File: config.mk
export PLATFORM = sky130hd
export DESIGN_NAME = pipelined_control_unit
export DESIGN_NICKNAME = d
export VERILOG_FILES = /design/src/rtl/ctrl_pkg.sv /design/src/rtl/ctrl_decode.sv /design/src/rtl/pipelined_control_unit.sv
export SDC_FILE = /design/constraint.sdc
export NUM_CORES = 1
export LEC_CHECK = 0
export CAP_MARGIN = 20
export CELL_PAD_IN_SITES_DETAIL_PLACEMENT = 1
export CELL_PAD_IN_SITES_GLOBAL_PLACEMENT = 1
export CORE_MARGIN = 8
export CORE_UTILIZATION = 24
export CTS_CLUSTER_SIZE = 12
export DETAILED_ROUTE_END_ITERATION = 8
export GPL_TIMING_DRIVEN = 0
export PLACE_DENSITY = 0.73
export SLEW_MARGIN = 20
export SYNTH_ARGS = -nofsm -noshare
export SYNTH_HDL_FRONTEND = slang
export SYNTH_SLANG_ARGS = --single-unit
File: constraint.sdc
create_clock -name CLK -period 0.8 [get_ports CLK]
set_input_delay 0.16 -clock CLK [delete_from_list [all_inputs] [get_ports CLK]]
set_output_delay 0.16 -clock CLK [all_outputs]
set_load 0.01 [all_outputs]
File: src/rtl/ctrl_pkg.sv
// Shared encodings and the ID/EX control bundle for the RV32IM control unit.
// The M-extension fields exist only when RV32M_EXT_EN is defined.
package ctrl_pkg;

    localparam logic [6:0] OP_R      = 7'b0110011;
    localparam logic [6:0] OP_LOAD   = 7'b0000011;
    localparam logic [6:0] OP_JALR   = 7'b1100111;
    localparam logic [6:0] OP_IMM    = 7'b0010011;
    localparam logic [6:0] OP_STORE  = 7'b0100011;
    localparam logic [6:0] OP_LUI    = 7'b0110111;
    localparam logic [6:0] OP_AUIPC  = 7'b0010111;
    localparam logic [6:0] OP_BRANCH = 7'b1100011;
    localparam logic [6:0] OP_JAL    = 7'b1101111;

    localparam logic [6:0] F7_BASE = 7'b0000000;
    localparam logic [6:0] F7_ALT  = 7'b0100000;
    localparam logic [6:0] F7_MDU  = 7'b0000001;

    typedef enum logic [2:0] {
        ALU_R    = 3'b000,
        ALU_LOAD = 3'b001,
        ALU_JALR = 3'b010,
        ALU_IMM  = 3'b011
    } alu_op_e;

    typedef enum logic [2:0] {
        IMM_I = 3'b000,
        IMM_S = 3'b001,
        IMM_U = 3'b010,
        IMM_B = 3'b011,
        IMM_J = 3'b100
    } imm_pick_e;

    typedef enum logic [1:0] {
        WB_BYTE = 2'b00,
        WB_HALF = 2'b01,
        WB_WORD = 2'b10
    } wb_method_e;

    typedef enum logic {
        ST_IDLE     = 1'b0,
        ST_MDU_WAIT = 1'b1
    } state_e;

    typedef struct packed {
        logic       write_en;
        logic       mem_write;
        logic       mem_read;
        logic       branch;
        logic       jump;
        logic       pc_select;
        logic       imm_select;
        logic       jal_select;
        wb_method_e wb_method;
        imm_pick_e  imm_pick;
        alu_op_e    alu_op;
`ifdef RV32M_EXT_EN
        logic [2:0] mdu_op;
        logic       mdu_sel;
`endif
        logic       illegal;
    } ctrl_t;

endpackage

File: src/rtl/ctrl_decode.sv
// Combinational RV32I(M) control decode; M-extension gated by RV32M_EXT_EN.
// Illegal encodings collapse to an all-zero bundle with only illegal set.
module ctrl_decode
    import ctrl_pkg::*;
(
    input  logic [31:0] i_instr,
    output ctrl_t       o_ctrl
);

    logic [6:0] w_opcode;
    logic [2:0] w_f3;
    logic [6:0] w_f7;
    logic       w_legal;
    ctrl_t      w_ctrl;
    logic       w_unused_bits;

    assign w_opcode      = i_instr[6:0];
    assign w_f3          = i_instr[14:12];
    assign w_f7          = i_instr[31:25];
    assign w_unused_bits = ^{i_instr[24:15], i_instr[11:7]};

    always_comb begin
        w_ctrl  = '0;
        w_legal = 1'b1;
        unique case (w_opcode)
            OP_R: begin
                if (w_f7 == F7_BASE ||
                    (w_f7 == F7_ALT && (w_f3 == 3'b000 || w_f3 == 3'b101))) begin
                    w_ctrl.write_en = 1'b1;
                end
`ifdef RV32M_EXT_EN
                else if (w_f7 == F7_MDU) begin
                    w_ctrl.write_en = 1'b1;
                    w_ctrl.mdu_sel  = 1'b1;
                    w_ctrl.mdu_op   = w_f3;
                end
`endif
                else begin
                    w_legal = 1'b0;
                end
            end
            OP_LOAD: begin
                w_legal           = (w_f3 != 3'b011 && w_f3 != 3'b110 &&
                                     w_f3 != 3'b111);
                w_ctrl.imm_select = 1'b1;
                w_ctrl.write_en   = 1'b1;
                w_ctrl.mem_read   = 1'b1;
                w_ctrl.alu_op     = ALU_LOAD;
            end
            OP_JALR: begin
                w_legal           = (w_f3 == 3'b000);
                w_ctrl.write_en   = 1'b1;
                w_ctrl.jal_select = 1'b1;
                w_ctrl.imm_select = 1'b1;
                w_ctrl.jump       = 1'b1;
                w_ctrl.alu_op     = ALU_JALR;
            end
            OP_IMM: begin
                // Shift-immediates reuse FUNC7 as an encoding field
                if (w_f3 == 3'b001) begin
                    w_legal = (w_f7 == F7_BASE);
                end else if (w_f3 == 3'b101) begin
                    w_legal = (w_f7 == F7_BASE || w_f7 == F7_ALT);
                end
                w_ctrl.write_en   = 1'b1;
                w_ctrl.imm_select = 1'b1;
                w_ctrl.alu_op     = ALU_IMM;
            end
            OP_STORE: begin
                w_legal           = (w_f3 == 3'b000 || w_f3 == 3'b001 ||
                                     w_f3 == 3'b010);
                w_ctrl.mem_write  = 1'b1;
                w_ctrl.imm_select = 1'b1;
                w_ctrl.imm_pick   = IMM_S;
                w_ctrl.wb_method  = wb_method_e'(w_f3[1:0]);
            end
            OP_LUI, OP_AUIPC: begin
                w_ctrl.write_en   = 1'b1;
                w_ctrl.imm_select = 1'b1;
                w_ctrl.imm_pick   = IMM_U;
                w_ctrl.pc_select  = (w_opcode == OP_AUIPC);
            end
            OP_BRANCH: begin
                w_legal           = (w_f3 != 3'b010 && w_f3 != 3'b011);
                w_ctrl.branch     = 1'b1;
                w_ctrl.pc_select  = 1'b1;
                w_ctrl.imm_select = 1'b1;
                w_ctrl.imm_pick   = IMM_B;
            end
            OP_JAL: begin
                w_ctrl.jump       = 1'b1;
                w_ctrl.jal_select = 1'b1;
                w_ctrl.pc_select  = 1'b1;
                w_ctrl.imm_select = 1'b1;
                w_ctrl.write_en   = 1'b1;
                w_ctrl.imm_pick   = IMM_J;
            end
            default: w_legal = 1'b0;
        endcase
        if (!w_legal) begin
            w_ctrl         = '0;
            w_ctrl.illegal = 1'b1;
        end
    end

    assign o_ctrl = w_ctrl;

endmodule

File: src/rtl/pipelined_control_unit.sv
// ID/EX control register with multi-cycle MDU wait FSM (RV32M_EXT_EN).
// Without RV32M_EXT_EN the FSM and counter are not built.
module pipelined_control_unit
    import ctrl_pkg::*;
#(
    parameter int unsigned DIV_CYCLES = 32,
    parameter int unsigned MUL_CYCLES = 1
) (
    input  logic        CLK,
    input  logic        RESET_N,
    input  logic        INSTR_VALID,
    input  logic [31:0] INSTR,
    output logic        INSTR_READY,
    input  logic        STALL_IN,
    input  logic        FLUSH,
    output logic        EX_VALID,
    output logic        WRITE_EN,
    output logic        MEM_WRITE,
    output logic        MEM_READ,
    output logic        BRANCH,
    output logic        JUMP,
    output logic        PC_SELECT,
    output logic        IMM_SELECT,
    output logic        JAL_SELECT,
    output logic [1:0]  WB_METHOD,
    output logic [2:0]  IMM_PICK,
    output logic [2:0]  ALU_OP,
    output logic [2:0]  MDU_OP,
    output logic        MDU_SEL,
    output logic        ILLEGAL,
    output logic        MDU_BUSY
);

    if (DIV_CYCLES < 1 || DIV_CYCLES > 255 ||
        MUL_CYCLES < 1 || MUL_CYCLES > 255) begin : g_bad_cfg
        $error("DIV_CYCLES and MUL_CYCLES must be in 1..255");
    end

    ctrl_t w_dec;
    ctrl_t r_ctrl;
    ctrl_t w_ctrl_nxt;
    logic  r_ex_valid;
    logic  w_valid_nxt;
    logic  w_idle;
    logic  w_accept;

    ctrl_decode u_decode (
        .i_instr (INSTR),
        .o_ctrl  (w_dec)
    );

`ifdef RV32M_EXT_EN
    localparam logic [7:0] DIV_LOAD = 8'(DIV_CYCLES - 1);
    localparam logic [7:0] MUL_LOAD = 8'(MUL_CYCLES - 1);

    state_e     r_state;
    state_e     w_state_nxt;
    logic [7:0] r_cnt;
    logic [7:0] w_cnt_nxt;

    assign w_idle = (r_state == ST_IDLE);
`else
    assign w_idle = 1'b1;
`endif

    assign INSTR_READY = !STALL_IN && w_idle;
    assign w_accept    = INSTR_VALID && INSTR_READY && !FLUSH;

    always_comb begin
        w_ctrl_nxt  = r_ctrl;
        w_valid_nxt = r_ex_valid;
`ifdef RV32M_EXT_EN
        w_state_nxt = r_state;
        w_cnt_nxt   = r_cnt;
`endif
        if (FLUSH) begin
            w_ctrl_nxt  = '0;
            w_valid_nxt = 1'b0;
`ifdef RV32M_EXT_EN
            w_state_nxt = ST_IDLE;
            w_cnt_nxt   = '0;
`endif
        end else if (STALL_IN) begin
            w_ctrl_nxt  = r_ctrl;
        end
`ifdef RV32M_EXT_EN
        else if (!w_idle) begin
            // Issued bundle stays visible but is only live for one cycle
            w_valid_nxt = 1'b0;
            if (r_cnt == 8'd0) begin
                w_state_nxt = ST_IDLE;
            end else begin
                w_cnt_nxt = r_cnt - 8'd1;
            end
        end
`endif
        else if (w_accept) begin
            w_ctrl_nxt  = w_dec;
            w_valid_nxt = 1'b1;
`ifdef RV32M_EXT_EN
            if (w_dec.mdu_sel) begin
                if (w_dec.mdu_op[2]) begin
                    w_cnt_nxt   = DIV_LOAD;
                    w_state_nxt = ST_MDU_WAIT;
                end else if (MUL_CYCLES > 1) begin
                    w_cnt_nxt   = MUL_LOAD;
                    w_state_nxt = ST_MDU_WAIT;
                end
            end
`endif
        end else begin
            w_ctrl_nxt  = '0;
            w_valid_nxt = 1'b0;
        end
    end

    always_ff @(posedge CLK or negedge RESET_N) begin
        if (!RESET_N) begin
            r_ctrl     <= '0;
            r_ex_valid <= 1'b0;
        end else begin
            r_ctrl     <= w_ctrl_nxt;
            r_ex_valid <= w_valid_nxt;
        end
    end

`ifdef RV32M_EXT_EN
    always_ff @(posedge CLK or negedge RESET_N) begin
        if (!RESET_N) begin
            r_state <= ST_IDLE;
            r_cnt   <= '0;
        end else begin
            r_state <= w_state_nxt;
            r_cnt   <= w_cnt_nxt;
        end
    end

    assign MDU_SEL  = r_ctrl.mdu_sel;
    assign MDU_OP   = r_ctrl.mdu_op;
    assign MDU_BUSY = (r_state == ST_MDU_WAIT);
`else
    assign MDU_SEL  = 1'b0;
    assign MDU_OP   = 3'b000;
    assign MDU_BUSY = 1'b0;
`endif

    assign EX_VALID   = r_ex_valid;
    assign WRITE_EN   = r_ctrl.write_en;
    assign MEM_WRITE  = r_ctrl.mem_write;
    assign MEM_READ   = r_ctrl.mem_read;
    assign BRANCH     = r_ctrl.branch;
    assign JUMP       = r_ctrl.jump;
    assign PC_SELECT  = r_ctrl.pc_select;
    assign IMM_SELECT = r_ctrl.imm_select;
    assign JAL_SELECT = r_ctrl.jal_select;
    assign WB_METHOD  = r_ctrl.wb_method;
    assign IMM_PICK   = r_ctrl.imm_pick;
    assign ALU_OP     = r_ctrl.alu_op;
    assign ILLEGAL    = r_ctrl.illegal;

endmodule

* Word level (Yosys, flattened, before mapping)
Cells that the tools add are included.
** Operators by class
- Muxes and demuxes :: 21
- Equality and inequality tests :: 18
- Reduce and logical (&&, ||, !) cells :: 21
** Operators with widths (count)
- 17-bit two-way mux :: 4
- 7-bit by 6-bit == test with 1-bit output, second input constant :: 4
- 7-bit == test, second input constant :: 3
- 7-bit by 5-bit == test with 1-bit output, second input constant :: 2
- 3-bit case mux with 4 select lines :: 1
- 1-bit two-way mux :: 11
- 8-bit OR reduction :: 1
- 7-bit by 2-bit == test with 1-bit output, second input constant :: 1
- 7-bit logical NOT :: 1
- 1-bit case mux with 7 select lines :: 1
- 1-bit logical AND :: 6
- 3-bit by 2-bit inequality test with 1-bit output, second input constant :: 2
- 3-bit inequality test, second input constant :: 2
- 2-bit case mux with 3 select lines :: 1
- 2-bit OR reduction :: 3
- 6-bit OR reduction :: 1
- 1-bit logical OR :: 5
- 1-bit case mux with 2 select lines :: 2
- 3-bit by 1-bit == test with 1-bit output, second input constant :: 1
- 3-bit by 2-bit == test with 1-bit output, second input constant :: 1
- 3-bit == test, second input constant :: 1
- 3-bit logical NOT :: 1
- 3-bit OR reduction :: 1
- 1-bit logical NOT :: 2
- other kinds (2) :: 2
** Word-level totals
- Word-level logic and storage cells :: 73
- Output and inout port bits :: 24
- Register bits :: 18

* Logic depth before layout (Yosys ltp)
- Word-level depth :: 10
- Depth in mapped cells :: 7
- Depth with buffers taken out :: 5

* Modules after synthesis
From an unflattened synthesis, not the netlist that was laid out.
** Second synthesis, totals
- Cell total of the unflattened synthesis :: 103
- Area total of the unflattened synthesis :: 1137.3 um2
** By module, submodules not included
- pipelined_control_unit :: cells each 53, area an instance 750.7 um2, times used 1
- ctrl_decode :: cells each 50, area an instance 386.6 um2, times used 1

* Worst setup path before layout
Ideal clock, no wire load.
- Kind :: input -> register
- Start :: input port INSTR[26]
- End :: register r_ctrl (netlist bit WB_METHOD[0])
- Required time :: 0.733 ns
- Path buffers :: 1
- Cell stages on the path :: 6
- Setup time :: 0.067 ns
- Slack :: -0.924 ns
- Arrival time :: 1.656 ns
- Cell sequence :: or4_4 -> a2111oi_4 -> o311ai_2 -> a31oi_4 -> buf_6 -> a32o_1
** On the way
- Cells in the longest elaborated chain, start to end :: 9
- Elaborated cells between the ends (all ways) :: 13
- Classes of those cells :: eq/ne (1); mux (8); reduce/logical (4)
** Ends and longest elaborated chain
- start: declaration :: RTL line pipelined_control_unit.sv:12 : input logic [31:0] INSTR,
- 7-bit by 6-bit == test with 1-bit output or 7-bit logical NOT (tied branches)
- 1-bit logical OR or 1-bit logical AND (tied branches) :: RTL line ctrl_decode.sv:63, ctrl_decode.sv:28
- 1-bit two-way mux or 1-bit logical OR (tied branches) :: RTL line ctrl_decode.sv:62, ctrl_decode.sv:27
- 1-bit two-way mux (on tied branches) :: RTL line ctrl_decode.sv:60, ctrl_decode.sv:27
- 1-bit case mux with 7 select lines * :: RTL line ctrl_decode.sv:25 : unique case (w_opcode)
- 17-bit two-way mux * :: RTL line ctrl_decode.sv:100 : if (!w_legal) begin
- 17-bit two-way mux * :: RTL line pipelined_control_unit.sv:97 : else if (w_accept) begin
- 17-bit two-way mux * :: RTL line pipelined_control_unit.sv:83 : end else if (STALL_IN) begin
- 17-bit two-way mux * :: RTL line pipelined_control_unit.sv:76 : if (FLUSH) begin
- end signal: assignment :: RTL line pipelined_control_unit.sv:122 : r_ctrl <= w_ctrl_nxt;
- end: declaration :: RTL line pipelined_control_unit.sv:40 : ctrl_t r_ctrl;
Mark *: on every way between the ends. The rest lies on a longest branch, timed or not. The select of a mux whose other input is x is not followed.
A chain may end at the register's enable or synchronous reset.

* Final worst setup path
- Start :: input port INSTR[12]
- End :: register r_ctrl (netlist bit WB_METHOD[0])
** On the way
- Cells in the longest elaborated chain, start to end :: 10
- Elaborated cells between the ends (all ways) :: 25
- Classes of those cells :: eq/ne (7); mux (9); reduce/logical (9)
** Ends and longest elaborated chain
- 3-bit == test or 3-bit logical NOT (tied branches)
- 1-bit logical OR :: RTL line ctrl_decode.sv:28 : (w_f7 == F7_ALT && (w_f3 == 3'b000 || w_f3 == 3'b101))) begin
- 1-bit logical AND :: RTL line ctrl_decode.sv:28
- 1-bit logical OR :: RTL line ctrl_decode.sv:27 : if (w_f7 == F7_BASE ||
- 1-bit two-way mux :: RTL line ctrl_decode.sv:27
- 1-bit case mux with 7 select lines :: RTL line ctrl_decode.sv:25
- 17-bit two-way mux * :: RTL line ctrl_decode.sv:100
- 17-bit two-way mux * :: RTL line pipelined_control_unit.sv:97
- 17-bit two-way mux * :: RTL line pipelined_control_unit.sv:83
- 17-bit two-way mux * :: RTL line pipelined_control_unit.sv:76
Marks and branches as above.

==> metrics.txt <==
status=complete, but fails checks; failing checks=negative setup slack; Peak VDD IR=0.5159 mV; drt total wl=3602 µm; Final min period=1602 ps; core region area=4029 µm²; P per Cell Area=~1100 nW/µm²; cell area after layout=1669 µm²; Crit Reg-Reg Startpoint=MEM_READ; CTS tree=done; async set-reset flop share out of synthesis=100.0%; Final period util=200.2%; crit path kind=input pin to register; commonest non-fill, non-tap cells in the layout=buf_4 (20), dfrtp_1 (16), buf_2 (16); die outline height=approximately 81 µm; antenna cell count=0; Die Wd=81.11 µm; Mapped Area=1017 µm²; first-pass GRT wire length=5844 µm; Slew @ Worst Pin=709.3 ps; CP bufs+invs=2; min-delay worst type=input pin to asynchronous set/reset pin; CTS Root Cell=clkbuf_8; CTS sink cnt=16; final core occ=41.43%; Skew-Pair Late Insertion Delay=250 ps; I/O pins=61; switching part of the total=26.00%; Clk pwr share=33.7%; First DRT Iteration DRCs=58; Syn-to-layout area delta=64.08%; placed cells=193; number of cells on the worst reg-to-reg path=2; post-synthesis cell count=99; Fin Clk Skew=0 ps; Data required, critical path=980 ps; unrepaired setup endpoints after global routing=yes; Placement Cell Area=1491 µm²; crit path DAT=1790 ps; row cnt=23; Seq/Total Area, Yosys=39.36%; pre-CTS setup slack=-1585 ps; starting density of the core=25.25%; Unique masters post-synth=36; GPL Wtd Cong=0.7966; number of vias per cell=between 4 and 5; DP HPWL=about 2600 µm; number of antenna violations at the first check in global routing=0; # setup viols final=32; CP Launch Type=input pin; Comb pwr share=19.8%; H-tree depth=1; synthesis-stage register bit count=16; Yosys warning total=0; DRC viols=0; syn_area_per_cell=10.28 µm²; Pint=between 1 and 1.5 mW; crit-path cells=clkdlybuf4s15_1, or3_4, nor4_4, a311oi_2, a31oi_4, buf_6, a32o_1; global route overflow=0; number of flops mapped to enable cells by yosys=0; Post-CTS Hold Fix Bufs=0; Nets=slightly above 200; Setup crit end kind=register; gr usage total=11.15%; Worst-path clk slew=60 ps; Rel. slew slack=52.71%; Final ANT Viol Nets=0; R2R setup slack=-50 ps; largest net degree at the start of global routing=17; layout cell share with drive strength beyond 1=about half; fmax=between 600 and 700 MHz; average wire per standard cell=16.83 µm; CTS Buffer Depth=2; router iterations before antenna repair=4; Sequential Power Share=a little under half; die area=~6600 µm²; via count=1032; cts bufs inserted=3; Design Power=1.763 mW; worst hold margin=69.70 ps; Final WS setup=-801.7 ps; Critical Path Fanout Max=5; Slew Limit Fails=0; Fin Setup TNS=-13640 ps; most common cell after layout, fill and taps aside=buf_4; R2R Path End=MEM_READ; crit-path max cell delay=360 ps; fin cells=214; P_leak=0.8520 nW; vias in the first global route=between 1000 and 1500; count of input and output buffers=39; switching power=458.5 µW; max cap viols=0; Slowest-stage cell, CP=or3_4; Most used DFF post-synth=dfrtp_1; Final Hold Fails=0; CP delay by family, top=simple AND/OR/NAND/NOR gates; instance count on the critical path=7
==> final cells by class <==
cell class / count / area, µm²
Buffer: 10 / 90.09
Multi-Input combinational cell: 71 / 606.8
Sequential cell: 16 / 400.4
Tap cell: 50 / 62.56
Inverter: 7 / 26.28
Timing Repair Buffer: 57 / 441.7
Fill cell: 472 / 2360
Clock buffer: 3 / 41.29
==> registers in the layout (all words and copies together), names as in the netlist <==
name and count:
ALU_OP 2, BRANCH 1, IMM_PICK 3, MEM_READ 1, IMM_SELECT 1, PC_SELECT 1
MEM_WRITE 1, WB_METHOD 2, ILLEGAL 1, EX_VALID 1, JAL_SELECT 1, WRITE_EN 1
==> power by group through the flow <==
| stage | Sequential [mW] | Combinational [mW] | Clock, mW |
|---|---|---|---|
| floorplan | 0.836 | 0.131 | 0 |
| global placement | 0.833 | 0.328 | 0 |
| detailed placement | 0.834 | 0.334 | 0 |
| CTS | 0.819 | 0.333 | 0.616 |
| global route | 0.820 | 0.381 | 0.650 |
| finish | 0.820 | 0.350 | 0.594 |
==> worst max-delay path by stage <==
stage                    from           end
floorplan           INSTR[26]  WB_METHOD[0]
CTS                 INSTR[27]  WB_METHOD[0]
finish              INSTR[12]  WB_METHOD[0]
detailed placement   INSTR[3]  WB_METHOD[0]
global placement     INSTR[3]  WB_METHOD[0]
global route         INSTR[3]  WB_METHOD[0]
==> kinds of logic (layout without fill, tap and decap cells) <==
group                     after synthesis  count (layout)  synth area share [%]
other                                   1               6                0.3686
and+or+nand+nor                        37              37                 22.39
xor gates and xnor gates                1               1                0.8612
buffers and inverters                  17              77                 10.70
AOI/OAI and AO/OA                      27              27                 26.32
DFF                                    16              16                 39.36
==> per-layer routing <==
layer,vias to the layer above,share of wire [%],track usage [%]
met5,-,0,0
met4,0,1.8,2.857
met3,6,5.3,3.311
met2,29,55,21.57
met1,505,37,11.27
li1,492,-,-
==> synthesized netlist by cell type (2+ instances only) <==
cell,n,area share [%]
o21ai_0,5,2.5
or2_2,2,1.2
nor3_1,4,2.0
o22ai_1,2,1.2
a32o_1,2,2.0
buf_4,8,5.9
a32o_2,3,3.3
dfrtp_1,16,39
nor2_1,6,2.2
inv_1,7,2.6
buf_6,2,2.2
nand3_1,4,2.0
nand2_1,6,2.2
a22o_1,9,7.7
nand4bb_1,2,2.2
==> timing repair <==
| item | in CTS | in global routing |
|---|---|---|
| endpoints found under the setup margin | 50 | 32 |
| pin swaps | 11 | 17 |
| buffers inserted | 14 | 3 |
| resized for setup | 125 | 26 |
| gates cloned | 1 | 0 |
Note: power is estimated with default switching activity, not from simulation.
==> edit, RTL diff (same settings) <==
The option `RV32M_EXT_EN` is turned on by a define.
--- a/src/rtl/ctrl_pkg.sv
+++ b/src/rtl/ctrl_pkg.sv
@@ -1,5 +1,7 @@
 // Shared encodings and the ID/EX control bundle for the RV32IM control unit.
 // The M-extension fields exist only when RV32M_EXT_EN is defined.
+`define RV32M_EXT_EN
+
 package ctrl_pkg;
 
     localparam logic [6:0] OP_R      = 7'b0110011;
Function: changed (Yosys sat finds a counterexample within 4 cycles, from zero or initial values and one cycle with RESET_N low).
==> edit against the original RTL <==
The flow finishes with violations (hold timing, setup timing); total power increased by 87%; cell area increased by 78%; wire length increased by 110%; clock power increased by 110%; first-iteration DRC count increased by 110%; global-route usage increased by 2.4 points; worst setup slack got worse by 290 ps; synthesized area increased by 56%; non-clock buffer count increased by 37; sequential cell count increased by 13; critical path type is now reg2reg; largest power group unchanged; highest routed layer unchanged.
==> edit: results <==
set metrics [dict create \
    status "finished with violations" \
    violations "hold timing, setup timing" \
    grtUsageTotal_pct 13.6 \
    crit_cells 5 \
    wl_met2_um 3910 \
    insertion_delay_ps 300 \
    finalHoldViolCount 29 \
    cts_resized 231 \
    holdWs_ps -93.9 \
    yosys-top-cells-area "dfrtp_1 (46%), nand2_1 (6.1%), o21ai_0 (5.0%)" \
    largest_reg_flops 8 \
    multi_input_cells 132 \
    vias_per_cell 5.25 \
    fin_ws_ps -1090 \
    setup_tns_ps -24410 \
    worstPathMaxFanout 3 \
    bufAreaShareNonClock_pct 30.1 \
    final_nets 320 \
    met3_length_um 401 \
    synth_compound_area_share_pct 18.6 \
    worstMarginPinSlew_ps 703 \
    clock_skew_ps 12.2 \
    leakagePower_nw 1.40 \
    finalSetupViolCount 52 \
    yosysUniqueCellTypes 48 \
    wl_met1_um 3040 \
    cp_slowest_cell "or4b_1" \
    synth-xor-area-share_pct 0.550 \
    gp_congestion 0.791 \
]
edit: cell count changes in the layout (fill, tap and decap cells not counted), sizes merged, moves of 7 or more:
cell	unedited run	this run
o21ai	5	16
nand3	4	11
buf	51	88
nand2	6	26
dfrtp	16	29
edit: stage by stage:
stage | setup slack, ps | cells | hold WS, ps | utilization, % | area, um^2
floorplan | -973 | 179 | -136 | - | 1620
global placement | -1530 | 299 | 464 | 33.7 | 2150
detailed placement | -1560 | 299 | 252 | 33.6 | 2140
CTS | -962 | 333 | -57.1 | 41.3 | 2640
global route | -1150 | 359 | -52.1 | 46.5 | 2970
finish | -1090 | 359 | -93.9 | 46.5 | 2970
edit: power by group:
group / total [mW] / switching, mW / internal (mW)
clock network: 1.27 / 0.667 / 0.600
registers: 1.47 / 0.00353 / 1.47
logic: 0.552 / 0.291 / 0.261
total: 3.29 / 0.962 / 2.33
edit: layer usage:
layer	global-route usage (%)	up-vias
met5	0	-
met4	5.13	0
met3	4.20	25
met2	23.7	63
met1	14.9	946
li1	-	851
